<file path="src/rtl/mem_port_arbiter_pkg.sv">
// Shared encodings for the unified memory port arbiter: FSM states and one-hot owner ids.
package mem_port_arbiter_pkg;

    localparam logic [1:0] ST_LOAD   = 2'd0;
    localparam logic [1:0] ST_IDLE   = 2'd1;
    localparam logic [1:0] ST_ACCESS = 2'd2;

    // Owner ids are one-hot so a grant vector can be latched directly as the owner.
    localparam logic [2:0] OWN_LOAD  = 3'b001;
    localparam logic [2:0] OWN_FETCH = 3'b010;
    localparam logic [2:0] OWN_DATA  = 3'b100;

endpackage

</file>
<file path="src/rtl/mem_arb_pick.sv">
// Combinational winner selection for the memory port; produces a one-hot grant or zero.
module mem_arb_pick
    import mem_port_arbiter_pkg::*;
#(
    parameter int CNT_W        = 3,
    parameter int STARVE_LIMIT = 4
) (
    input  logic [1:0]       state_i,
    input  logic             hold_i,
    input  logic             load_req_i,
    input  logic             load_done_i,
    input  logic             fetch_req_i,
    input  logic             data_req_i,
    input  logic [CNT_W-1:0] starve_cnt_i,
    output logic [2:0]       grant_o
);

    logic starved;
    assign starved = (starve_cnt_i == CNT_W'(STARVE_LIMIT));

    // hold_i covers the ack cycle, where the finished requester still shows req.
    always_comb begin
        grant_o = '0;
        if (!hold_i) begin
            case (state_i)
                ST_LOAD: begin
                    if (load_req_i && !load_done_i) grant_o = OWN_LOAD;
                end
                ST_IDLE: begin
                    if (fetch_req_i && (starved || !data_req_i)) grant_o = OWN_FETCH;
                    else if (data_req_i)                         grant_o = OWN_DATA;
                end
                default: grant_o = '0;
            endcase
        end
    end

endmodule

</file>
<file path="src/rtl/mem_port_arbiter.sv">
// Single-port memory arbiter: loader owns the port until load_done, then data/fetch share it.
module mem_port_arbiter
    import mem_port_arbiter_pkg::*;
#(
    parameter int ADDR_W       = 32,
    parameter int DATA_W       = 32,
    parameter int MEM_LATENCY  = 1,
    parameter int STARVE_LIMIT = 4
) (
    input  logic              clock,
    input  logic              reset,
    input  logic              load_req,
    input  logic [ADDR_W-1:0] load_addr,
    input  logic [DATA_W-1:0] load_wdata,
    input  logic              load_done,
    output logic              load_ack,
    input  logic              fetch_req,
    input  logic [ADDR_W-1:0] fetch_addr,
    output logic [DATA_W-1:0] fetch_rdata,
    output logic              fetch_ack,
    output logic              fetch_stall,
    input  logic              data_req,
    input  logic              data_wren,
    input  logic [ADDR_W-1:0] data_addr,
    input  logic [DATA_W-1:0] data_wdata,
    output logic [DATA_W-1:0] data_rdata,
    output logic              data_ack,
    output logic [ADDR_W-1:0] mem_addr,
    output logic              mem_wren,
    output logic [DATA_W-1:0] mem_wdata,
    input  logic [DATA_W-1:0] mem_rdata,
    output logic              busy
);

    localparam int CNT_W = $clog2(STARVE_LIMIT + 1);
    localparam int LAT_W = (MEM_LATENCY > 1) ? $clog2(MEM_LATENCY) : 1;

    logic [1:0]        state_q, state_d;
    logic [2:0]        owner_q, owner_d, grant;
    logic [ADDR_W-1:0] addr_q, addr_d;
    logic [DATA_W-1:0] wdata_q, wdata_d;
    logic              wren_q, wren_d;
    logic [LAT_W-1:0]  lat_q, lat_d;
    logic [CNT_W-1:0]  starve_q, starve_d;
    logic [DATA_W-1:0] fetch_rdata_q, fetch_rdata_d, data_rdata_q, data_rdata_d;
    logic              load_ack_q, load_ack_d, fetch_ack_q, fetch_ack_d, data_ack_q, data_ack_d;
    logic              last;

    assign last = (state_q == ST_ACCESS) && (lat_q == LAT_W'(MEM_LATENCY - 1));

    mem_arb_pick #(
        .CNT_W        (CNT_W),
        .STARVE_LIMIT (STARVE_LIMIT)
    ) u_pick (
        .state_i      (state_q),
        .hold_i       (load_ack_q | fetch_ack_q | data_ack_q),
        .load_req_i   (load_req),
        .load_done_i  (load_done),
        .fetch_req_i  (fetch_req),
        .data_req_i   (data_req),
        .starve_cnt_i (starve_q),
        .grant_o      (grant)
    );

    always_comb begin
        state_d       = state_q;
        owner_d       = owner_q;
        addr_d        = addr_q;
        wdata_d       = wdata_q;
        wren_d        = wren_q;
        lat_d         = lat_q;
        starve_d      = starve_q;
        fetch_rdata_d = fetch_rdata_q;
        data_rdata_d  = data_rdata_q;
        load_ack_d    = last && (owner_q == OWN_LOAD);
        fetch_ack_d   = last && (owner_q == OWN_FETCH);
        data_ack_d    = last && (owner_q == OWN_DATA);

        case (state_q)
            ST_LOAD: begin
                if (grant != '0)   state_d = ST_ACCESS;
                else if (load_done) state_d = ST_IDLE;
            end
            ST_IDLE: begin
                if (grant != '0) state_d = ST_ACCESS;
            end
            ST_ACCESS: begin
                if (last) state_d = (owner_q == OWN_LOAD && !load_done) ? ST_LOAD : ST_IDLE;
                else      lat_d   = lat_q + 1'b1;
            end
            default: state_d = ST_LOAD;
        endcase

        if (grant != '0) begin
            owner_d = grant;
            lat_d   = '0;
            case (grant)
                OWN_LOAD: begin
                    addr_d  = load_addr;
                    wdata_d = load_wdata;
                    wren_d  = 1'b1;
                end
                OWN_FETCH: begin
                    addr_d  = fetch_addr;
                    wdata_d = '0;
                    wren_d  = 1'b0;
                end
                default: begin
                    addr_d  = data_addr;
                    wdata_d = data_wdata;
                    wren_d  = data_wren;
                end
            endcase
        end

        // Write completions leave the read-data registers untouched.
        if (last && !wren_q) begin
            if (owner_q == OWN_FETCH) fetch_rdata_d = mem_rdata;
            if (owner_q == OWN_DATA)  data_rdata_d  = mem_rdata;
        end

        if (grant == OWN_FETCH)
            starve_d = '0;
        else if (grant == OWN_DATA && fetch_req && starve_q != CNT_W'(STARVE_LIMIT))
            starve_d = starve_q + 1'b1;
    end

    always_ff @(posedge clock or posedge reset) begin
        if (reset) begin
            state_q       <= ST_LOAD;
            owner_q       <= '0;
            addr_q        <= '0;
            wdata_q       <= '0;
            wren_q        <= 1'b0;
            lat_q         <= '0;
            starve_q      <= '0;
            fetch_rdata_q <= '0;
            data_rdata_q  <= '0;
            load_ack_q    <= 1'b0;
            fetch_ack_q   <= 1'b0;
            data_ack_q    <= 1'b0;
        end else begin
            state_q       <= state_d;
            owner_q       <= owner_d;
            addr_q        <= addr_d;
            wdata_q       <= wdata_d;
            wren_q        <= wren_d;
            lat_q         <= lat_d;
            starve_q      <= starve_d;
            fetch_rdata_q <= fetch_rdata_d;
            data_rdata_q  <= data_rdata_d;
            load_ack_q    <= load_ack_d;
            fetch_ack_q   <= fetch_ack_d;
            data_ack_q    <= data_ack_d;
        end
    end

    assign mem_addr    = addr_q;
    assign mem_wdata   = wdata_q;
    assign mem_wren    = (state_q == ST_ACCESS) && (lat_q == '0) && wren_q;
    assign load_ack    = load_ack_q;
    assign fetch_ack   = fetch_ack_q;
    assign data_ack    = data_ack_q;
    assign fetch_rdata = fetch_rdata_q;
    assign data_rdata  = data_rdata_q;
    assign fetch_stall = (state_q == ST_LOAD) || (fetch_req && !fetch_ack_q);
    assign busy        = (state_q != ST_IDLE);

endmodule
</file>
<file path="config.mk">
export PLATFORM = sky130hd
export DESIGN_NAME = mem_port_arbiter
export DESIGN_NICKNAME = d
export VERILOG_FILES = /design/src/rtl/mem_port_arbiter_pkg.sv /design/src/rtl/mem_arb_pick.sv /design/src/rtl/mem_port_arbiter.sv
export SDC_FILE = /design/constraint.sdc
export NUM_CORES = 1
export LEC_CHECK = 0
export BUFFER_PORTS_ARGS = -buffer_cell sky130_fd_sc_hd__buf_4
export CORE_MARGIN = 2
export CORE_UTILIZATION = 23
export DETAILED_ROUTE_END_ITERATION = 12
export GPL_ROUTABILITY_DRIVEN = 0
export SYNTH_ARGS = -nofsm -noshare
export SYNTH_HDL_FRONTEND = slang
export SYNTH_SLANG_ARGS = --single-unit
</file>
<file path="constraint.sdc">
create_clock -name clock -period 4.9 [get_ports clock]
set_input_delay 0.735 -clock clock [delete_from_list [all_inputs] [get_ports clock]]
set_output_delay 0.735 -clock clock [all_outputs]
set_load 0.005 [all_outputs]
</file>
---- Word-level counts from Yosys, hierarchy flattened ----
Index checks and enable logic that the tools add are counted.
cells by class
  add/subtract/negate cells ............... 2
  equal/unequal tests ..................... 15
  mux-type cells .......................... 19
  bitwise logic cells ..................... 3
  reduce and logical (&&, ||, !) cells .... 26
operator list
  cell                 count
  $pmux 32 s2          2
  $mux 3               5
  $logic_and 1x1->1    12
  $eq 3x3->1 const B   3
  $mux 2               4
  $eq 3x1->1 const B   2
  $eq 3x2->1 const B   2
  $ne 3x3->1 const B   2
  $pmux 2 s3           1
  $pmux 3 s2           1
  $reduce_and 2->1     3
  $mux 1               5
  $logic_not 1->1      4
  $ne 2x1->1 const B   2
  $ne 2x2->1 const B   2
  $reduce_bool 2->1    2
  $add 3x1->3 const B  1
  $reduce_and 3->1     1
  $reduce_bool 3->1    1
  $eq 2x1->1 const B   1
  $eq 2x2->1 const B   1
  $logic_not 2->1      1
  $logic_or 1x1->1     2
  $or 1x1->1           2
  other kinds (3)      3
storage, ports and cells
  register bits after elaboration ......... 141
  output and inout port bits .............. 134

---- Depth between registers and ports, before layout ----
Gate-level depths: netlist (run 1).
  depth after elaboration ................. 11
  mapped depth ............................ 8

---- Cells and area by module ----
From an unflattened synthesis (run 1), not the netlist that was laid out.
unflattened totals
  cells, all modules ...................... 539
  area total of the unflattened synthesis .. 6796.5 um^2
modules (own cells, without submodules)
  module            times used  cells an instance  area each (um^2)
  mem_port_arbiter  1           531                6739.0
  mem_arb_pick      1           8                  57.6

---- Worst setup path before layout (run 1) ----
No wires, ideal clock.
  path kind ............................... in2reg
  start ................................... input port data_req
  end ..................................... register addr_q[22] (netlist: mem_addr[22])
  setup time .............................. 0.077 ns
  arrival ................................. 2.012 ns
  path slack .............................. 2.811 ns
  stages .................................. 7
  cells stage by stage .................... buf_2 a21bo_2 a31oi_1 clkbuf_1 clkbuf_1 o21ai_0 a21oi_1
between the ends
  word-level cells in the longest chain between the ends .. 8
RTL lines
  element                                   RTL line                 RTL
  start, declared                           mem_port_arbiter.sv:22   input logic data_req,
  $logic_not 1->1                           mem_arb_pick.sv:30       if (fetch_req_i && (starved || !data_req_i)) grant_o = OWN_FETCH;
  $logic_or 1x1->1                          mem_arb_pick.sv:30
  $logic_and 1x1->1                         mem_arb_pick.sv:30
  $mux 3 *                                  mem_arb_pick.sv:30
  $pmux 3 s2 *                              mem_arb_pick.sv:25       case (state_i)
  $mux 3 *                                  mem_arb_pick.sv:24       if (!hold_i) begin
  $eq 3x2->1 or $eq 3x1->1 (tied branches)  mem_port_arbiter.sv:97   case (grant)
  $pmux 32 s2                               mem_port_arbiter.sv:97
  end signal, assigned                      mem_port_arbiter.sv:145  addr_q <= addr_d;
  end, declared                             mem_port_arbiter.sv:40   logic [ADDR_W-1:0] addr_q, addr_d;
Every way passes the cells marked *; elsewhere a longest branch is shown, timed or not.
A chain may end at the register's enable or synchronous reset.

---- Worst setup path in the final report (run 1) ----
  start ................................... register state_q[1]
  end ..................................... register wdata_q[17] (netlist: mem_wdata[17])
between the ends
  word-level cells in the longest chain between the ends .. 5
RTL lines
  element                                        RTL line                 RTL
  start, declared                                mem_port_arbiter.sv:38   logic [1:0] state_q, state_d;
  start signal, assigned                         mem_port_arbiter.sv:143  state_q <= state_d;
  $eq 2x1->1 or $logic_not 2->1 (tied branches)  mem_arb_pick.sv:25
  $pmux 3 s2 *                                   mem_arb_pick.sv:25
  $mux 3 *                                       mem_arb_pick.sv:24
  $eq 3x2->1 or $eq 3x1->1 (tied branches)       mem_port_arbiter.sv:97
  $pmux 32 s2                                    mem_port_arbiter.sv:97
  end signal, assigned                           mem_port_arbiter.sv:146  wdata_q <= wdata_d;
  end, declared                                  mem_port_arbiter.sv:41   logic [DATA_W-1:0] wdata_q, wdata_d;
Marked as above.

==> results of run 1 <==
==> final cells by class <==
cell class / instances / area, um2
Fill cell: 2752 / 17300
Sequential cell: 141 / 3530
Timing Repair Buffer: 340 / 2550
Multi-Input combinational cell: 378 / 2500
Tap cell: 341 / 427
Clock buffer: 17 / 425
Clock inverter: 15 / 149
Inverter: 6 / 27.5
==> cell usage after synthesis, drive strengths merged, types with 2 or more instances <==
cell and number:
a21o 2, a21oi 72, a221oi 30, a22oi 4, buf 21, clkbuf 26, dfrtp 141, ha 2
inv 6, mux2 65, nand2 32, nand2b 2, nand3 4, nor2 43, nor3 5, o21ai 94
o22ai 2, o31ai 2, or3 2, or3b 2
==> placed cells by master (no fill, tap or decap), drive strengths merged, types with 4 or more instances in the layout <==
cell type,instances
nand3,4
nor2,43
o21ai,94
mux2,65
a22oi,4
nor3,5
a221oi,30
clkbuf,17
buf,340
inv,15
a21oi,72
nand2,32
dfrtp,141
==> worst register-to-register path, cell delays in order, from the launching register on <==
cell,delay (ps)
dfrtp_1,540
or4b_1,1060
nor2_4,940
a21oi_1,200
a21oi_1,170
==> logic make-up after synthesis <==
| family | Yosys count | synth area share |
|---|---|---|
| compound gates | 214 | 0.198 |
| fa+ha+maj | 2 | 0.00397 |
| buf+inv | 53 | 0.0459 |
| flops | 141 | 0.560 |
| mux | 65 | 0.116 |
| simple gates | 97 | 0.0759 |
==> through the flow <==
stage / utilization / hold WS (ps) / cells
floorplan: - / 465 / 572
global placement: 0.335 / 466 / 1206
detailed placement: 0.335 / 472 / 1206
CTS: 0.357 / 436 / 1238
global route: 0.357 / 460 / 1238
finish: 0.357 / 427 / 1238
==> report_power, final <==
part           leakage (nW)  switching [mW]  internal (mW)
registers              1.71           0.318           1.72
logic                  2.54            1.17           1.29
clock network         0.274           0.598          0.678
total                  4.52            2.09           3.69
==> metal layers <==
metal	share of wire	track usage	up-vias
met4	0.026	0.0557	2
li1	-	-	2694
met1	0.42	0.180	2778
met3	0.064	0.0420	33
met2	0.49	0.244	245
met5	0.00023	0	-
==> state kept, by name, summed over array words and instances (netlist names) <==
name and flops:
data_ack 1, data_rdata 32, fetch_ack 1, fetch_rdata 32, lat_q 1, load_ack 1, mem_addr 32, mem_wdata 32
owner_q 3, starve_q 3, state_q 2, wren_q 1
==> path summary, 6_finish.rpt <==
| check | startpoint | endpoint | slack [ps] | cells after the start |
|---|---|---|---|---|
| worst min register to register | mem_addr[27] | mem_addr[27] | 480 | 2 |
| min in group clock | mem_addr[27] | mem_addr[27] | 480 | 2 |
| max in group asynchronous | reset | starve_q[1] | 3440 | 3 |
| worst max register to register | state_q[1] | mem_wdata[17] | 1920 | 4 |
| worst max-delay path | state_q[1] | mem_wdata[17] | 1920 | 4 |
| worst min-delay path | reset | mem_wdata[24] | 430 | 2 |
==> key figures, run 1 <==
Placement
  – Area after DPL: 9040 um2
  – DP Worst Slack: 1660 ps
  – Port Buffers: 332
  – HPWL after detailed placement: 15.3 mm

Synthesis
  – FFs w/ async S/R, synth: 1.00
  – Synth Flop Type: dfrtp_1
  – Syn_nets: 773
  – Post-synthesis register bit count: 141
  – Synth top area share: 0.560
  – Sequential fraction of the synthesis area: 0.560
  – Syn Area/Cell: 11.0 um2
  – Area leader, netlist: dfrtp_1
  – Cell area after synthesis: 6300 um2
  – Mapped Cells: 572
  – EDFF count, synth: 0
  – Cell variety after synth: 45
  – Top cells by area, synth: dfrtp_1 56%, mux2_2 11%, a21oi_1 5.7%
  – Synth warn: 0

Die
  – CORE AREA: 27000 um2
  – Die Span Y: 169 um
  – I/O Pins: 333
  – Rows: 60
  – Die area: 28700 um2
  – Die extent in x: 169 um
  – Starting Density: 0.234

Timing
  – Worst clock skew: 18.6 ps
  – Final Hold Viols: 0
  – Fmax: 0.336 GHz
  – Slew @ Worst Pin: 1130 ps
  – Unrepaired setup endpoints after global routing: false
  – Setup TNS: 0 ps
  – Fin crit share: 0.608
  – Final setup vio count: 0
  – Final slew viol count: 0
  – PnR worst setup slack: 1920 ps
  – Period minus WS final: 2980 ps
  – Slew headroom: 0.250

Run
  – Maxcap violations: 0

Detailed routing
  – Pre-antenna DRT Iters: 4
  – DRC viols: 0
  – Antenna-violating nets left: 0
  – WL/cell: 17.3 um
  – Avg Vias per Cell: 4.65
  – DRT Wirelength: 21.4 mm
  – Iteration-0 DRC Markers: 351
  – Via Count: 5752

Clock network
  – Resized cells post-CTS: 0
  – Clock Path Buffers: 2
  – H-tree levels: 4
  – CTS root buffer: clkbuf_16
  – TritonCTS clock tree: done
  – # Post-CTS Setup Buffers: 0
  – Clk Latency, worst-skew pair: 420 ps
  – Total CTS buffers: 17
  – Worst-path clk slew: 70 ps
  – CTS Sinks: 141
  – Post-CTS Hold Fix Bufs: 0

GRT
  – Grt total ovfl: 0
  – GRT Overall Usage: 0.147
  – Pin count of the biggest net entering global routing: 68
  – Initial antenna violation count: 0
  – Vias in the first global route: 5822
  – First-pass GRT wire length: 32.6 mm

Outcome
  – Status: completed

Worst setup path
  – Crit Path Class: reg -> reg
  – CP bufs+invs: 0
  – Crit-path slowest cell: or4b_1
  – CP Capture Type: flop
  – Top delay family on crit path: simple AND/OR/NAND/NOR gates
  – CP Cell Sequence: or4b_1 -> nor2_4 -> a21oi_1 -> a21oi_1
  – Largest stage delay, worst path: 1060 ps
  – Required time of the worst setup path: 5240 ps
  – Most frequent CP cell: a21oi_1
  – Crit path launch type: flop
  – Critical Path AT: 3320 ps
  – CP max FO: 35

Pwr
  – VDD IR max: 0.210 mV
  – Leakage: 4.52 nW
  – PD cells: 601 nW/um2
  – Power, Total: 5.78 mW

Layout
  – Area grow syn2layout: 52.7%
  – Share of cells above drive strength 1: 0.501
  – Ant. Diodes: 0
  – Cell area after layout: 9610 um2
  – Fin nets: 1085

Hold path
  – Hold Path Class: in -> async
No activity file was read; power rests on OpenSTA's default activity.
==> run 2: changes to the inputs <==
==> constraint.sdc (replaced) <==
create_clock -name clock -period 2.7 [get_ports clock]
set_input_delay 0.405 -clock clock [delete_from_list [all_inputs] [get_ports clock]]
set_output_delay 0.405 -clock clock [all_outputs]
set_load 0.005 [all_outputs]
==> key figures, run 2 (same netlist as run 1, synthesis figures left out) <==
Worst setup path
  – Crit Path Class: reg -> out
  – Worst Reg-to-Reg Cells: 6
  – Required time of the worst setup path: 2300 ps
  – R2R Path Start: fetch_ack
  – Crit path launch type: flop
  – Critical Path AT: 1920 ps
  – CP max FO: 9
  – Crit path launch: state_q[0]
  – R2r setup slk: 550 ps
  – CP Capture Type: output pin
  – CP endpoint: busy
  – Worst r2r dst: mem_addr[23]

Layout
  – Share of cells above drive strength 1: 0.505
  – Fin nets: 1094
  – Fill cells: 2725
  – Seq. cell area: 3530 um2
  – Area grow syn2layout: 54.8%
  – Cell area after layout: 9750 um2
  – Commonest non-fill, non-tap cell in the layout: buf_4
  – Multi-input logic area: 2500 um2
  – Most frequent cells in the layout: 346 x buf_4, 141 x dfrtp_1, 72 x o21ai_0, 72 x a21oi_1, 62 x mux2_2

Detailed routing
  – Iteration-0 DRC Markers: 285
  – Avg Vias per Cell: 4.64
  – DRC viols: 0
  – WL/cell: 17.3 um
  – Via Count: 5781
  – Antenna-violating nets left: 0
  – Pre-antenna DRT Iters: 4
  – DRT Wirelength: 21.5 mm

Hold path
  – Hold Path Class: in -> async

Clock network
  – CTS root buffer: clkbuf_16
  – Clk Latency, worst-skew pair: 420 ps
  – Worst-path clk slew: 70 ps
  – Total CTS buffers: 17
  – Clock Path Buffers: 2
  – Post-CTS Hold Fix Bufs: 0
  – TritonCTS clock tree: done
  – Resized cells post-CTS: 0
  – CTS Sinks: 141
  – H-tree levels: 4
  – # Post-CTS Setup Buffers: 0

Timing
  – Final setup vio count: 0
  – PnR worst setup slack: 371 ps
  – Fin crit share: 0.863
  – Period minus WS final: 2330 ps
  – Worst Hold Margin: 177 ps
  – Slew @ Worst Pin: 835 ps
  – Worst clock skew: 14.1 ps
  – Fmax: 0.429 GHz
  – Setup TNS: 0 ps
  – Final slew viol count: 0
  – Slew headroom: 0.443
  – Unrepaired setup endpoints after global routing: false
  – Final Hold Viols: 0

Die
  – Rows: 60
  – Die extent in x: 169 um
  – Die area: 28700 um2
  – I/O Pins: 333
  – Die Span Y: 169 um
  – Starting Density: 0.234
  – CORE AREA: 27000 um2

Run
  – Maxcap violations: 0

Pwr
  – Leakage: 4.58 nW
  – Power, Total: 10.7 mW
  – PD cells: 1100 nW/um2
  – VDD IR max: 0.420 mV

GRT
  – Pin count of the biggest net entering global routing: 142
  – Grt total ovfl: 0
  – Initial antenna violation count: 1
  – GRT Overall Usage: 0.150
  – GR Util met2: 0.256
  – M1 GR Usage: 0.180
  – GRT busiest layer: met2
  – GR met3 Demand/Resource: 0.0506
  – First-pass GRT wire length: 33.3 mm
  – Vias in the first global route: 5810

Placement
  – HPWL after detailed placement: 15.2 mm
  – Port Buffers: 332
  – Area after DPL: 9140 um2
  – DP Worst Slack: 557 ps

Outcome
  – Status: completed
run 2: report_power, final:
part / internal (mW) / switching (mW) / leakage [nW] / total [mW]
registers: 3.12 / 0.561 / 1.71 / 3.68
clock network: 1.40 / 1.03 / 0.286 / 2.43
logic: 2.41 / 2.21 / 2.59 / 4.61
total: 6.93 / 3.80 / 4.58 / 10.7
run 2: metal layers:
layer  vias to the layer above  part of all wire
met5                         -                 0
met4                         0             0.015
met3                        21             0.080
met2                       248              0.50
met1                      2808              0.41
li1                       2704                 -
run 2: through the flow:
stage / cells / util
floorplan: 572 / -
CTS: 1246 / 0.362
global route: 1247 / 0.362
finish: 1247 / 0.362
detailed placement: 1215 / 0.339
global placement: 1215 / 0.339
run 2: layout make-up:
| class | count | share of cell area |
|---|---|---|
| flip-flops and latches | 141 | 0.362 |
| repair buffers | 349 | 0.273 |
| multi-input cells | 378 | 0.257 |
| well taps | 341 | 0.0438 |
| clock buffers | 17 | 0.0437 |
| clock inverters | 14 | 0.0178 |
| inverters | 6 | 0.00270 |
| diodes | 1 | 0.000257 |
run 2: worst min path at each step:
stage	end	slack (ps)	cells after the start
6_report	mem_wdata[20]	180	3
5_1_grt	data_rdata[18]	190	2
4_1_cts	fetch_rdata[23]	190	2
3_5_place_dp	mem_addr[12]	480	2
3_3_place_gp	mem_addr[21]	470	2
2_1_floorplan	owner_q[0]	470	1
run 2: critical path, cell delays in order (launching register included):
cell and delay, ps:
dfrtp_1 530, nor2b_1 540, inv_1 220, buf_4 210
